<file path="config.mk">
export PLATFORM = sky130hd
export DESIGN_NAME = gol_gen_engine
export DESIGN_NICKNAME = d
export VERILOG_FILES = /design/src/rtl/gol_gen_engine.sv
export SDC_FILE = /design/constraint.sdc
export NUM_CORES = 1
export LEC_CHECK = 0
export ABC_AREA = 1
export CAP_MARGIN = 10
export CORE_MARGIN = 5
export CORE_UTILIZATION = 40
export CTS_BUF_LIST = sky130_fd_sc_hd__clkbuf_16
export DETAILED_ROUTE_END_ITERATION = 8
export GPL_ROUTABILITY_DRIVEN = 0
export PLACE_DENSITY_LB_ADDON = 0.12
export SETUP_SLACK_MARGIN = 0.3
export SLEW_MARGIN = 20
export SYNTH_ARGS = -nofsm -noshare
export SYNTH_HDL_FRONTEND = slang
export SYNTH_SLANG_ARGS = --single-unit
</file>
<file path="constraint.sdc">
create_clock -name clk -period 4.61 [get_ports clk]
set_input_delay 0.461 -clock clk [delete_from_list [all_inputs] [get_ports clk]]
set_output_delay 0.461 -clock clk [all_outputs]
set_load 0.1 [all_outputs]
</file>
<file path="src/rtl/gol_gen_engine.sv">
// gol_gen_engine: one Game-of-Life (B3/S23) generation from a source RAM into a destination RAM.
// Define GOL_WRAP_EN for a toroidal grid; otherwise out-of-grid neighbours count as dead.
module gol_gen_engine #(
  parameter int XW = 8,
  parameter int YW = 8
) (
  input  logic               clk,
  input  logic               rst_n,
  input  logic               start_i,
  output logic               busy_o,
  output logic               done_o,
  output logic [15:0]        gen_count_o,
  output logic [XW+YW-1:0]   src_addr_o,
  input  logic [3:0]         src_dout_i,
  output logic [XW+YW-1:0]   dst_addr_o,
  output logic               dst_we_o,
  output logic [3:0]         dst_din_o
);
  typedef enum logic [1:0] {IDLE, RD, WR, DONE} state_e;
  state_e            state_q;
  logic [XW-1:0]     x_q, nx;
  logic [YW-1:0]     y_q, ny;
  logic [3:0]        k_q, cnt_q, self_q, n;
  logic [XW+YW-1:0]  src_addr_q;
  logic [15:0]       gen_q;
  logic [2:0]        age1;
  logic              edge_ok, live_in;

  // {left, right, up, down} for read k in the fixed neighbour order
  function automatic logic [3:0] dirs(input logic [3:0] k);
    return {k == 4'd1 || k == 4'd4 || k == 4'd6, k == 4'd3 || k == 4'd5 || k == 4'd8,
            k >= 4'd1 && k <= 4'd3, k >= 4'd6 && k <= 4'd8};
  endfunction

  function automatic logic [XW+YW-1:0] naddr(input logic [3:0] k, input logic [XW-1:0] x,
                                             input logic [YW-1:0] y);
    logic [3:0] d;
    d = dirs(k);
    return {d[1] ? y - 1'b1 : d[0] ? y + 1'b1 : y, d[3] ? x - 1'b1 : d[2] ? x + 1'b1 : x};
  endfunction

`ifdef GOL_WRAP_EN
  assign edge_ok = 1'b1;
`else
  logic [3:0] dj;
  // src_dout carries read k-1 during RD k, and read 8 during WR
  assign dj = dirs(state_q == WR ? 4'd8 : k_q - 4'd1);
  assign edge_ok = !(dj[3] && x_q == '0) && !(dj[2] && &x_q) &&
                   !(dj[1] && y_q == '0) && !(dj[0] && &y_q);
`endif

  always_comb begin
    live_in   = src_dout_i[0] & edge_ok;
    n         = cnt_q + {3'b0, live_in};
    age1      = self_q[3:1] == 3'd7 ? 3'd7 : self_q[3:1] + 3'd1;
    nx        = x_q + 1'b1;
    ny        = &x_q ? y_q + 1'b1 : y_q;
    dst_din_o = state_q != WR ? 4'h0 :
                self_q[0] && (n == 4'd2 || n == 4'd3) ? {age1, 1'b1} :
                !self_q[0] && n == 4'd3 ? 4'h1 : 4'h0;
  end

  assign busy_o      = state_q == RD || state_q == WR;
  assign done_o      = state_q == DONE;
  assign dst_we_o    = state_q == WR;
  assign dst_addr_o  = {y_q, x_q};
  assign src_addr_o  = src_addr_q;
  assign gen_count_o = gen_q;

  always_ff @(posedge clk or negedge rst_n) begin
    if (!rst_n) begin
      state_q    <= IDLE;
      x_q        <= '0;
      y_q        <= '0;
      k_q        <= '0;
      cnt_q      <= '0;
      self_q     <= '0;
      src_addr_q <= '0;
      gen_q      <= '0;
    end else begin
      case (state_q)
        IDLE: if (start_i) begin
          state_q    <= RD;
          x_q        <= '0;
          y_q        <= '0;
          k_q        <= '0;
          cnt_q      <= '0;
          src_addr_q <= '0;
        end
        RD: begin
          if (k_q == 4'd1) self_q <= src_dout_i;
          else if (k_q != 4'd0) cnt_q <= n;
          if (k_q == 4'd8) state_q <= WR;
          else begin
            k_q        <= k_q + 4'd1;
            src_addr_q <= naddr(k_q + 4'd1, x_q, y_q);
          end
        end
        WR: if (&x_q && &y_q) begin
          state_q <= DONE;
          gen_q   <= gen_q + 16'd1;
        end else begin
          state_q    <= RD;
          k_q        <= '0;
          cnt_q      <= '0;
          x_q        <= nx;
          y_q        <= ny;
          src_addr_q <= {ny, nx};
        end
        default: state_q <= IDLE;
      endcase
    end
  end
endmodule

</file>
==> results.json <==
{
  "die_w_um": 115,
  "grt_pass1_wl_um": 19700,
  "drive_gt1_frac": 0.0810,
  "final_area_um2": 5360,
  "grt_pass1_vias": 3895,
  "synth_area_leaders": "dfrtp_1, nand2_1, xor2_1",
  "setup_tns_ps": 0,
  "grt_max_degree": 63,
  "dieArea_um2": 13200,
  "cts_hold_buf": 0,
  "critPathMaxStageDelay_ps": 470,
  "cp_max_fo": 7,
  "max-slew-margin-rel": 0.338,
  "ant_nets": 0,
  "clk_pin_slew_ps": 50,
  "crit_arrival_ps": 3500,
  "yosysWarnings": 0,
  "finClkSkew_ps": 9.08,
  "path_cells": "inv_1, ha_1, inv_1, nand2_1, nand2_1, inv_1, o21ai_0, nor3_1, a21oi_1, nand2_1, a21oi_1, ha_1, ha_1, xnor2_1, nand4_1, or2_2, a21oi_2, buf_6",
  "cp-start-kind": "flip-flop",
  "clkLatencyLatePin_ps": 340,
  "rsz0062_at_grt": "no",
  "p_per_area_nw_per_um2": 551,
  "multi_input_area_um2": 2480,
  "worstMarginPinSlew_ps": 990,
  "grt_remaining_overflow": 0,
  "cp_top_family": "simple AND/OR/NAND/NOR gates",
  "crit_path_top_delay_cell": "dfrtp_1",
  "async_flop_share": 1.00,
  "leakage_nw": 2.60,
  "holdWs_ps": 326,
  "cp_data_required_time_ps": 4150,
  "ys_ff_latch": 62,
  "timing.fmax_ghz": 0.252,
  "synth_nets": 647,
  "seqCellArea_um2": 1550,
  "dpl.hpwl_um": 8490,
  "ys_types": 33,
  "nNetsFinal": 700,
  "core_area_um2": 10800,
  "wirelength_um": 12100,
  "vdd_ir_drop_max_v": 0.000473,
  "tritoncts": "built",
  "io_buffers": 61,
  "synth_top_cell_area_share": 0.353,
  "placementRows": 38,
  "timing.final.crit_period_ps": 3960,
  "finalSetupViolCount": 0,
  "synth-seq-area-share": 0.353,
  "synth_area_per_cell_um2": 7.06,
  "cts_root_buffer": "clkbuf_16",
  "layout_common_cells": "nand2_1, dfrtp_1, inv_1",
  "yosysTopAreaCell": "dfrtp_1",
  "cts_sinks": 62,
  "criticalPathCategory": "flip-flop to output pin",
  "cp_num_buf_inv": 4,
  "status": "completed",
  "antenna_cells": 0,
  "io_pins": 62,
  "period_share": 0.860,
  "first_iter_violations": 306,
  "synth-main-ff-cell": "dfrtp_1",
  "finalHoldViolations": 0,
  "cts_made_buffers": 9,
  "netlist_instances": 622,
  "clk_path_buf_depth": 2,
  "start_util": 0.407,
  "grt_antenna_before_repair": 0,
  "htreeDepth": 3,
  "drc": 0,
  "critPathCaptureType": "output pin",
  "dp_slack_ps": 746,
  "grt_usage": 0.188,
  "min_path_type": "input port to async pin",
  "setup_slack_ps": 646,
  "layout_commonest_cell": "nand2_1",
  "syn_to_final_growth_pct": 22.0,
  "dr_total_vias": 4215,
  "vias_per_cell": 5.15,
  "dpl_cell_area_um2": 5060,
  "wl_per_cell_um": 14.7,
  "synth_edf_count": 0,
  "die_y_um": 115,
  "nFillCells": 1099,
  "synth_area_um2": 4390,
  "maxSlewViolCount": 0,
  "first_pass_iters": 5,
  "cap_violations": 0
}
[final timing paths]
| kind | slack (ps) | endpoint | cells after the start | start |
|---|---|---|---|---|
| min in group clk | 480 | src_addr_o[11]$_DFFE_PN0P_ | 2 | src_addr_o[11]$_DFFE_PN0P_ |
| max in group asynchronous | 3700 | k_q[0]$_DFFE_PN0P_ | 2 | rst_n |
| max reg2reg | 1860 | cnt_q[2]$_DFFE_PN0P_ | 16 | k_q[1]$_DFFE_PN0P_ |
| min reg2reg | 480 | src_addr_o[11]$_DFFE_PN0P_ | 2 | src_addr_o[11]$_DFFE_PN0P_ |
| max | 650 | dst_din_o[1] | 18 | k_q[1]$_DFFE_PN0P_ |
| min | 330 | x_q[5]$_DFFE_PN0P_ | 2 | rst_n |
[per-stage QoR]
| stage | power [mW] | util | instances |
|---|---|---|---|
| global route | 3.15 | 0.497 | 819 |
| floorplan | 1.92 | - | 622 |
| finish | 2.95 | 0.497 | 819 |
| detailed placement | 2.29 | 0.469 | 803 |
| global placement | 2.28 | 0.469 | 803 |
| CTS | 2.96 | 0.495 | 818 |
[layout make-up]
cell class                 count  area share
clock inverter                 6      0.0103
timing repair buffer          64       0.117
clock buffer                   9      0.0420
tap                          140      0.0327
inverter                      64      0.0451
sequential                    62       0.290
multi-input combinational    474       0.464
[report_power, final]
part           total (mW)  switching (mW)  internal, mW
sequential          0.707          0.0743         0.633
combinational        1.59            1.20         0.386
clock               0.660           0.251         0.409
[repair_timing]
| action | 4_1_cts | 5_1_grt |
|---|---|---|
| endpoints found under the setup margin | 0 | 3 |
| setup buffers | 0 | 1 |
| resized for setup | 0 | 4 |
| endpoints found under the hold margin | 0 | 0 |
[worst reg2reg max path: stages, from the launching register on]
cell,delay [ps]
dfrtp_1,470
inv_1,160
ha_1,260
inv_1,80
nand2_1,50
nand2_1,130
inv_1,70
o21ai_0,160
nor3_1,60
a21oi_1,110
nand2_1,70
a21oi_1,130
ha_1,200
ha_1,180
xnor2_1,100
or2_2,280
o21ai_0,170
[logic make-up (layout without fill, tap and decap cells)]
group | Yosys count | in the layout | synth area share
compound gates | 77 | 77 | 0.0897
xor+xnor | 35 | 35 | 0.0698
fa+ha+maj | 18 | 18 | 0.0513
buf+inv | 86 | 143 | 0.0843
flops | 62 | 62 | 0.353
simple gates | 344 | 344 | 0.352
[sequential cells by signal (all words and copies together) (netlist names)]
register,cells
src_addr_o,16
state_q,2
cnt_q,4
k_q,4
y_q,8
x_q,8
gen_count_o,16
self_q,4
[Yosys cell counts, drive strengths merged (13+ instances only)]
cell     n
nand2  211
buf     17
nand4   21
xor2    29
nor2    45
ha      18
nand3   48
a21oi   27
nor3    13
dfrtp   62
inv     62
o21ai   46
[routing by layer]
layer | share of wire | GRT usage | up-vias
li1 | - | - | 2113
met1 | 0.47 | 0.262 | 1943
met2 | 0.46 | 0.299 | 144
met3 | 0.060 | 0.0363 | 15
met4 | 0.014 | 0.0516 | 0
met5 | 0 | 0 | -
(Power assumes the default switching activity.)
